### config.mk
export PLATFORM = sky130hd
export DESIGN_NAME = exc_request_ctrl_flat
export DESIGN_NICKNAME = d
export VERILOG_FILES = /design/src/rtl/exc_pkg.sv /design/src/rtl/exc_request_ctrl_if.sv /design/src/rtl/irq_pending_bank.sv /design/src/rtl/exc_request_ctrl.sv /design/src/flat_wrapper.sv
export SDC_FILE = /design/constraint.sdc
export NUM_CORES = 1
export LEC_CHECK = 0
export CORE_UTILIZATION = 36
export DETAILED_ROUTE_END_ITERATION = 10
export PLACE_DENSITY_LB_ADDON = 0.3
export SYNTH_ARGS = -nofsm -noshare
export SYNTH_HDL_FRONTEND = slang
export SYNTH_SLANG_ARGS = --single-unit
### constraint.sdc
create_clock -name clk -period 2.28 [get_ports clk]
set_input_delay 0.456 -clock clk [delete_from_list [all_inputs] [get_ports clk]]
set_output_delay 0.456 -clock clk [all_outputs]
set_load 0.02 [all_outputs]
### src/rtl/exc_pkg.sv
`default_nettype none
// +------------------------------------------------------------------+
// | Module  : exc_pkg                                                |
// | Purpose : FSM state type and EStatus cause codes for the         |
// |           exception request unit.                                |
// | Rev     : 1.0  initial release                                   |
// +------------------------------------------------------------------+
package exc_pkg;

    typedef enum logic [1:0] {
        IDLE    = 2'd0,
        REQ     = 2'd1,
        SERVICE = 2'd2
    } exc_state_t;

    localparam logic [3:0] EXC_INVOP    = 4'h1;
    localparam logic [3:0] EXC_TIMER    = 4'h4;
    localparam logic [3:0] EXC_IRQ_BASE = 4'h8;

endpackage
`default_nettype wire

### src/rtl/exc_request_ctrl_if.sv
`default_nettype none
// +------------------------------------------------------------------+
// | Module  : exc_request_ctrl_if                                    |
// | Purpose : Request/acknowledge handshake between the exception    |
// |           request unit (master) and the datapath (slave).        |
// | Rev     : 1.0  initial release                                   |
// +------------------------------------------------------------------+
interface exc_request_ctrl_if;

    logic       Exc;
    logic [3:0] EStatus;
    logic       ExcAck;

    modport master (output Exc, output EStatus, input ExcAck);
    modport slave  (input Exc, input EStatus, output ExcAck);

endinterface
`default_nettype wire

### src/rtl/irq_pending_bank.sv
`default_nettype none
// +------------------------------------------------------------------+
// | Module  : irq_pending_bank                                       |
// | Purpose : Rising-edge detect on IRQ lines with sticky pending    |
// |           bits; a new edge beats a same-cycle clear.             |
// | Rev     : 1.0  initial release                                   |
// +------------------------------------------------------------------+
module irq_pending_bank #(
    parameter int NIRQ = 4
) (
    input  wire logic            clk,
    input  wire logic            reset,
    input  wire logic [NIRQ-1:0] irq,
    input  wire logic [NIRQ-1:0] clr,
    output logic      [NIRQ-1:0] pending
);

    logic [NIRQ-1:0] irq_q;
    logic [NIRQ-1:0] edge_det;

    assign edge_det = irq & ~irq_q;

    always_ff @(posedge clk) begin
        if (reset) begin
            irq_q   <= '0;
            pending <= '0;
        end else begin
            irq_q   <= irq;
            pending <= (pending & ~clr) | edge_det;
        end
    end

endmodule
`default_nettype wire

### src/rtl/exc_request_ctrl.sv
`default_nettype none
// +------------------------------------------------------------------+
// | Module  : exc_request_ctrl                                       |
// | Purpose : Prioritised exception/interrupt requests to datapath.  |
// |           Optional countdown timer enabled by EXC_TIMER_EN.      |
// | Rev     : 1.0  initial release                                   |
// +------------------------------------------------------------------+
module exc_request_ctrl
    import exc_pkg::*;
#(
    parameter int NIRQ    = 4,
    parameter int TIMER_W = 16
) (
    input  wire logic               clk,
    input  wire logic               reset,
    input  wire logic [NIRQ-1:0]    irq,
    input  wire logic               invalid_op,
    input  wire logic               ERet,
    input  wire logic [TIMER_W-1:0] timer_load,
    input  wire logic               timer_we,
    exc_request_ctrl_if.master      bus,
    output logic      [NIRQ-1:0]    pending,
    output logic                    busy,
    output logic                    nested_err
);

    exc_state_t      state, state_n;
    logic [3:0]      estatus, estatus_n;
    logic            ack_fire;
    logic [NIRQ-1:0] irq_clr;
    logic            timer_pending;
    logic [3:0]      irq_code;
    logic [3:0]      req_code;
    logic            req_any;

    assign ack_fire = (state == REQ) && bus.ExcAck;

    // Clear only the source whose code was frozen into EStatus.
    for (genvar i = 0; i < NIRQ; i++) begin : g_clr
        assign irq_clr[i] = ack_fire && (estatus == (EXC_IRQ_BASE + 4'(i)));
    end

    irq_pending_bank #(.NIRQ(NIRQ)) u_bank (
        .clk     (clk),
        .reset   (reset),
        .irq     (irq),
        .clr     (irq_clr),
        .pending (pending)
    );

`ifdef EXC_TIMER_EN
    logic [TIMER_W-1:0] counter;
    logic               timer_set;
    logic               timer_clr;

    assign timer_set = !timer_we && (counter == TIMER_W'(1));
    assign timer_clr = ack_fire && (estatus == EXC_TIMER);

    always_ff @(posedge clk) begin
        if (reset) begin
            counter       <= '0;
            timer_pending <= 1'b0;
        end else begin
            if (timer_we)
                counter <= timer_load;
            else if (counter != '0)
                counter <= counter - 1'b1;

            if (timer_set)
                timer_pending <= 1'b1;
            else if (timer_clr)
                timer_pending <= 1'b0;
        end
    end
`else
    logic unused_timer;
    assign unused_timer  = ^{timer_load, timer_we};
    assign timer_pending = 1'b0;
`endif

    // Lowest IRQ index wins, so scan from the top down.
    always_comb begin
        irq_code = '0;
        for (int i = NIRQ - 1; i >= 0; i--) begin
            if (pending[i])
                irq_code = EXC_IRQ_BASE + 4'(i);
        end
        req_any  = timer_pending || (|pending);
        req_code = timer_pending ? EXC_TIMER : irq_code;
    end

    always_ff @(posedge clk) begin
        if (reset) begin
            state      <= IDLE;
            estatus    <= '0;
            nested_err <= 1'b0;
        end else begin
            state   <= state_n;
            estatus <= estatus_n;
            if ((state == SERVICE) && invalid_op)
                nested_err <= 1'b1;
        end
    end

    always_comb begin
        state_n   = state;
        estatus_n = estatus;
        case (state)
            IDLE: begin
                if (invalid_op) begin
                    state_n   = REQ;
                    estatus_n = EXC_INVOP;
                end else if (req_any) begin
                    state_n   = REQ;
                    estatus_n = req_code;
                end
            end
            REQ: begin
                if (bus.ExcAck)
                    state_n = SERVICE;
            end
            SERVICE: begin
                if (ERet)
                    state_n = IDLE;
            end
            default: state_n = IDLE;
        endcase
    end

    assign bus.Exc     = (state == REQ);
    assign bus.EStatus = estatus;
    assign busy        = (state == SERVICE);

endmodule
`default_nettype wire

### src/flat_wrapper.sv
// flat-port wrapper written by rule: the top's interface ports become plain ports
module exc_request_ctrl_flat import exc_pkg::*;
#(
    parameter int NIRQ    = 4,
    parameter int TIMER_W = 16
)
  (clk, reset, irq, invalid_op, ERet, timer_load, timer_we, pending, busy, nested_err, bus_Exc, bus_EStatus, bus_ExcAck);
  exc_request_ctrl_if bus_i ();
  input  wire logic clk;
  input  wire logic reset;
  input  wire logic [NIRQ-1:0] irq;
  input  wire logic invalid_op;
  input  wire logic ERet;
  input  wire logic [TIMER_W-1:0] timer_load;
  input  wire logic timer_we;
  output logic      [NIRQ-1:0] pending;
  output logic busy;
  output logic nested_err;
  output wire logic [$bits(bus_i.Exc)-1:0] bus_Exc;
  output wire logic [$bits(bus_i.EStatus)-1:0] bus_EStatus;
  input wire logic [$bits(bus_i.ExcAck)-1:0] bus_ExcAck;
  assign bus_Exc = bus_i.Exc;
  assign bus_EStatus = bus_i.EStatus;
  assign bus_i.ExcAck = bus_ExcAck;
  exc_request_ctrl #(.NIRQ(NIRQ), .TIMER_W(TIMER_W)) u_core (.clk(clk), .reset(reset), .irq(irq), .invalid_op(invalid_op), .ERet(ERet), .timer_load(timer_load), .timer_we(timer_we), .bus(bus_i), .pending(pending), .busy(busy), .nested_err(nested_err));
endmodule
* Word-level counts from Yosys, hierarchy flattened
Cells that the tools add are included.
Widths: inputs -> output; s select.
** Word-level totals
- Bits in registers :: 15
- Input port bits :: 26
- Output and inout port bits :: 11
- Logic and storage cells :: 41
** Operators by class
- Equal/unequal tests :: 9
- Multiplexer cells :: 11
- Bitwise operators :: 5
- Reduce and logical (&&, ||, !) cells :: 11
** Operators by type and width (number)
- $mux 4 :: 6
- $eq 4x4->1 const B :: 4
- $and 4x4->4 :: 2
- $mux 2 :: 4
- $not 4->4 :: 2
- $logic_and 1x1->1 :: 6
- $pmux 2 s3 :: 1
- $or 4x4->4 :: 1
- $reduce_or 4->1 :: 1
- $ne 3x2->1 const B :: 1
- $reduce_and 3->1 :: 1
- $eq 2x1->1 const B :: 1
- $eq 2x2->1 const B :: 1
- $logic_not 2->1 :: 1
- $ne 2x1->1 const B :: 1
- $ne 2x2->1 const B :: 1
- $reduce_and 2->1 :: 1
- $reduce_bool 2->1 :: 1

* Depth between registers and ports, before layout
- Word-level depth :: 6
- Gate-level depth with buffers :: 3

* By module
From an unflattened synthesis, not the netlist that was laid out.
** Second synthesis, totals
- Cells, all modules :: 62
- Area, all modules :: 563.0 um2
** By module, submodules not included
- exc_request_ctrl :: instances 1, cells an instance 38, area each 307.8 um2, seq. area each 120.1 um2
- irq_pending_bank :: instances 1, cells an instance 24, area each 255.2 um2, seq. area each 160.2 um2

* Worst setup path after synthesis
OpenSTA, ideal clock, no wires.
- Path kind :: register -> output
- Start :: reg u_core.state[1]
- End :: out busy
- Data arrival time :: 0.787 ns
- Data required time :: 1.824 ns
- Slack :: 1.037 ns
- Cell stages (with the launch flop) :: 2
- Path through :: dfxtp_1 nor2b_1
** On the way
- Cells in the longest elaborated chain, start to end :: 1
** Ends and longest elaborated chain
- start, declared :: line exc_request_ctrl.sv:27 : exc_state_t state, state_n;
- start signal, assigned :: line exc_request_ctrl.sv:98 : state <= state_n;
- $eq 2x2->1 :: line exc_request_ctrl.sv:132 : assign busy = (state == SERVICE);
- end, declared :: line flat_wrapper.sv:17 : output logic busy;
No other way between the ends.

* Final worst setup path
Same ends and word-level chain as after synthesis.

==> impl.org <==
** Worst setup path
- Largest fanout of any net on the critical path :: 7
- Tracing the worst setup path back leads to its startpoint at u_core.state[1].
- For the worst flop-to-flop path, the logic depth is 3.
- Delay contributed by the slowest stage of the critical path :: 0.64 ns
- For the worst setup path, the data required time is 1.82 ns.
- In this run the critical register-to-register path is launched from u_core.state[0].
- Critical path class :: register to output port
- The endpoint identified for the worst register-to-register timing path is u_core.u_bank.pending[0].
- STA classifies the critical path startpoint as a register.
- Arrival time of data at the critical path endpoint :: 1.58 ns
- The worst register-to-register path has a setup slack of 1.01 ns.
- The critical path goes through nor2b_1 > clkdlybuf4s50_1.
- STA classifies the critical path endpoint as an output port.
- Slowest stage cell, crit path :: clkdlybuf4s50_1

** Floorplan
- The die covers 1664 µm².
- DIE WIDTH :: 40.80 µm
- Number of I/O pins :: 37
- In this run the core area contains 13 standard-cell rows.
- In this run the standard cell core region covers 1350 µm².
- Initial Utilization :: 0.4013
- Die Span Y :: 40.80 µm

** Logic synthesis
- Of the synthesized area, sequential elements account for 0.5173.
- Number of flops mapped to enable cells by yosys :: 0
- Synthesized Nets :: 83
- The commonest cells after synthesis are 14 x dfxtp_1, 7 x inv_1, 5 x o21ai_0.
- Yosys instantiated no cell more often than dfxtp_1.
- Top-area cell type share of the netlist area :: 0.5173
- The most used flip-flop cell after synthesis is dfxtp_1.
- The synthesized netlist contains 23 unique library cells.
- Counting flops and latches in the post-synthesis netlist gives 14.
- Synthesis handed over a netlist of 57 instances.
- The synthesized design spends more area on one cell type than any other, namely dfxtp_1.
- The synthesized netlist occupies a cell area of 541.8 µm².
- Fraction of synthesis flops using an asynchronous set or reset pin :: 0
- Ranked by total cell area, the synthesized netlist is headed by dfxtp_1 52%, o311ai_0 6.5%, inv_1 4.8%.
- Averaged over all synthesized cells, the footprint is 9.505 µm².
- For this run, the number of Yosys warnings is 0.

** Global route
- The first global-routing pass estimated 1.683 mm of wire.
- Global-route usage over all layers :: 0.1622
- Met3 usage :: 0.09783
- Global Route met1 Usage :: 0.1809
- Entering global routing, the biggest net connects 9 pins.
- Fraction of met2 tracks used by global routing :: 0.2422
- After global routing, the most crowded layer is met2.
- Antenna violations before repair :: 0
- The number of global-route vias before repair was 413.
- Grt total ovfl :: 0

** Clock tree
- Number of CTS-inserted buffers :: 3
- Clock-pin slew on the worst setup and hold paths :: 0.07 ns
- Clock latency on the worst-skew pair, taken at its later pin, is 0.27 ns.
- TritonCTS built the clock tree.
- Hold buffer count at CTS :: 0
- After clock tree synthesis, the setup repair step added 0 buffers.
- In this run the number of H-tree levels came out at 1.
- Maximum buffer depth of the clock tree :: 2
- For this design, the sink count on the clock tree is 14.
- CTS root buffer :: clkbuf_4
- Number of cells upsized or downsized after cts :: 0

** Worst hold path
- The worst hold path begins at u_core.u_bank.irq_q[1].
- Type of the worst min-delay path :: register to register
- Hold path endpoint :: u_core.u_bank.pending[1]
- Hold Path Depth :: 1

** Outcome
- Outcome :: complete, no violations

** Timing
- Setup slack of the critical path after layout :: 0.2474 ns
- Setup violations remaining at the end of the flow were counted as 0.
- For the final database, setup skew stands at 0.001638 ns.
- For the final routed database, the setup TNS stands at 0 ns.
- The worst path needs 2.033 ns of the cycle, external delays included.
- Unrepaired setup endpoints after global routing :: false
- Dividing the final minimum period by the clock period gives 0.8915.
- Final hold violation count :: 0
- Maximum achievable frequency :: 0.4920 GHz
- Number of pins with negative max-slew slack in the final report :: 0

** Placement
- Detailed placement finished with a half-perimeter wire length of 768.9 µm.
- During placement, the flow inserted port buffers numbering 18.
- Post-Place Worst Slack :: 0.4832 ns
- Routability-driven placement finished with a final weighted congestion of 0.8771.

** Layout
- Share of layout cells above drive strength 1 :: 0.06494
- After the last flow step, the layout net total stands at 105.
- Fillers :: 142
- The repair_antennas step left the layout with diodes totalling 0.
- Area used by multi-input combinational logic :: 227.7 µm²
- Storage element area :: 280.3 µm²
- Relative to the synthesized area, the layout overhead comes to 39.49%.

** Drt
- Vias/cell :: 5.228
- The first detailed-routing pass ran for 4 iterations.
- The final route contains 481 vias.
- The detailed router finished its first iteration with 4 violations.
- Antenna Nets Post-Route :: 0
- For this run, design rule violations remaining after detail routing come to 0.
- After detailed routing, the average wire length per cell comes to 11.68 µm.
- After detailed routing, the total wire length is 1.075 mm.

** Flow run
- The tool flagged a number of max-cap violations equal to 0.

** Power
- Leakage power :: 0.0002990 µW
- P per Cell Area :: 711.3 nW/µm²
- Peak VDD IR :: 0.0003532 V
registers in the layout, indices dropped and copies added, names as in the netlist:
| name | flops |
|---|---|
| u_core.u_bank.irq_q | 4 |
| u_core.nested_err | 1 |
| u_core.bus.EStatus | 3 |
| u_core.state | 2 |
| u_core.u_bank.pending | 4 |
through the flow:
stage / util / area [µm²] / std cells / power (µW) / hold WS [ns]
floorplan: - / 541.8 / 57 / 351.1 / 0.3988
global placement: 0.5431 / 733.2 / 89 / 408.7 / 0.4025
detailed placement: 0.5431 / 733.2 / 89 / 410.0 / 0.4095
CTS: 0.5598 / 755.7 / 92 / 548.6 / 0.4246
global route: 0.5598 / 755.7 / 92 / 573.5 / 0.4497
finish: 0.5598 / 755.7 / 92 / 537.5 / 0.4180
cell type report:
type | instances | area share
tap | 15 | 0.02483
timing repair buffer | 18 | 0.2384
inverter | 7 | 0.03477
clock buffer | 3 | 0.02980
multi-input combinational | 35 | 0.3013
sequential | 14 | 0.3709
cells by family (layout without fill, tap and decap cells):
logic type,count (synthesis),in the layout,synth area share
AOI/OAI and AO/OA,18,18,0.2379
buffers and inverters,8,28,0.06237
DFF,14,14,0.5173
other,1,1,0.006922
and+or+nand+nor,16,16,0.1755
per-layer routing:
layer,part of all wire,vias up
met5,0,-
met4,0,0
met3,0.10,0
met2,0.44,25
met1,0.46,212
li1,-,244
placed cells by master, fill, tap and decap left out, types with 3 or more instances in the layout:
cell type | synthesis | final
nand2_1 | 4 | 4
o311ai_0 | 4 | 4
clkdlybuf4s50_1 | 0 | 18
clkbuf_4 | 0 | 3
dfxtp_1 | 14 | 14
inv_1 | 7 | 7
o21ai_0 | 5 | 5
a21oi_1 | 3 | 3
how the worst max path moves through the flow:
| stage | endpoint | slack, ns | depth (start not counted) |
|---|---|---|---|
| after floorplan | busy | 1.04 | 1 |
| after global placement | u_core.bus.EStatus[0] | 0.49 | 4 |
| after detailed placement | u_core.u_bank.pending[0] | 0.48 | 4 |
| after CTS | busy | 0.23 | 2 |
| after global routing | busy | 0.12 | 2 |
| final | busy | 0.25 | 2 |
worst max-delay path: cells and delay by family, from the launching register on:
| family | cells | cell delay [ns] |
|---|---|---|
| buffers and inverters | 1 | 0.64 |
| flip-flops | 1 | 0.42 |
| AND/OR/NAND/NOR | 1 | 0.25 |
power breakdown:
group	switching (µW)	leakage, µW	total [µW]	internal, µW
Sequential	22.0	0.000116	288	266
Clock	71.5	0.0000138	133	61.2
Combinational	56.5	0.000169	117	60.8
Total	150	0.000299	538	388
(Power assumes the default switching activity.)
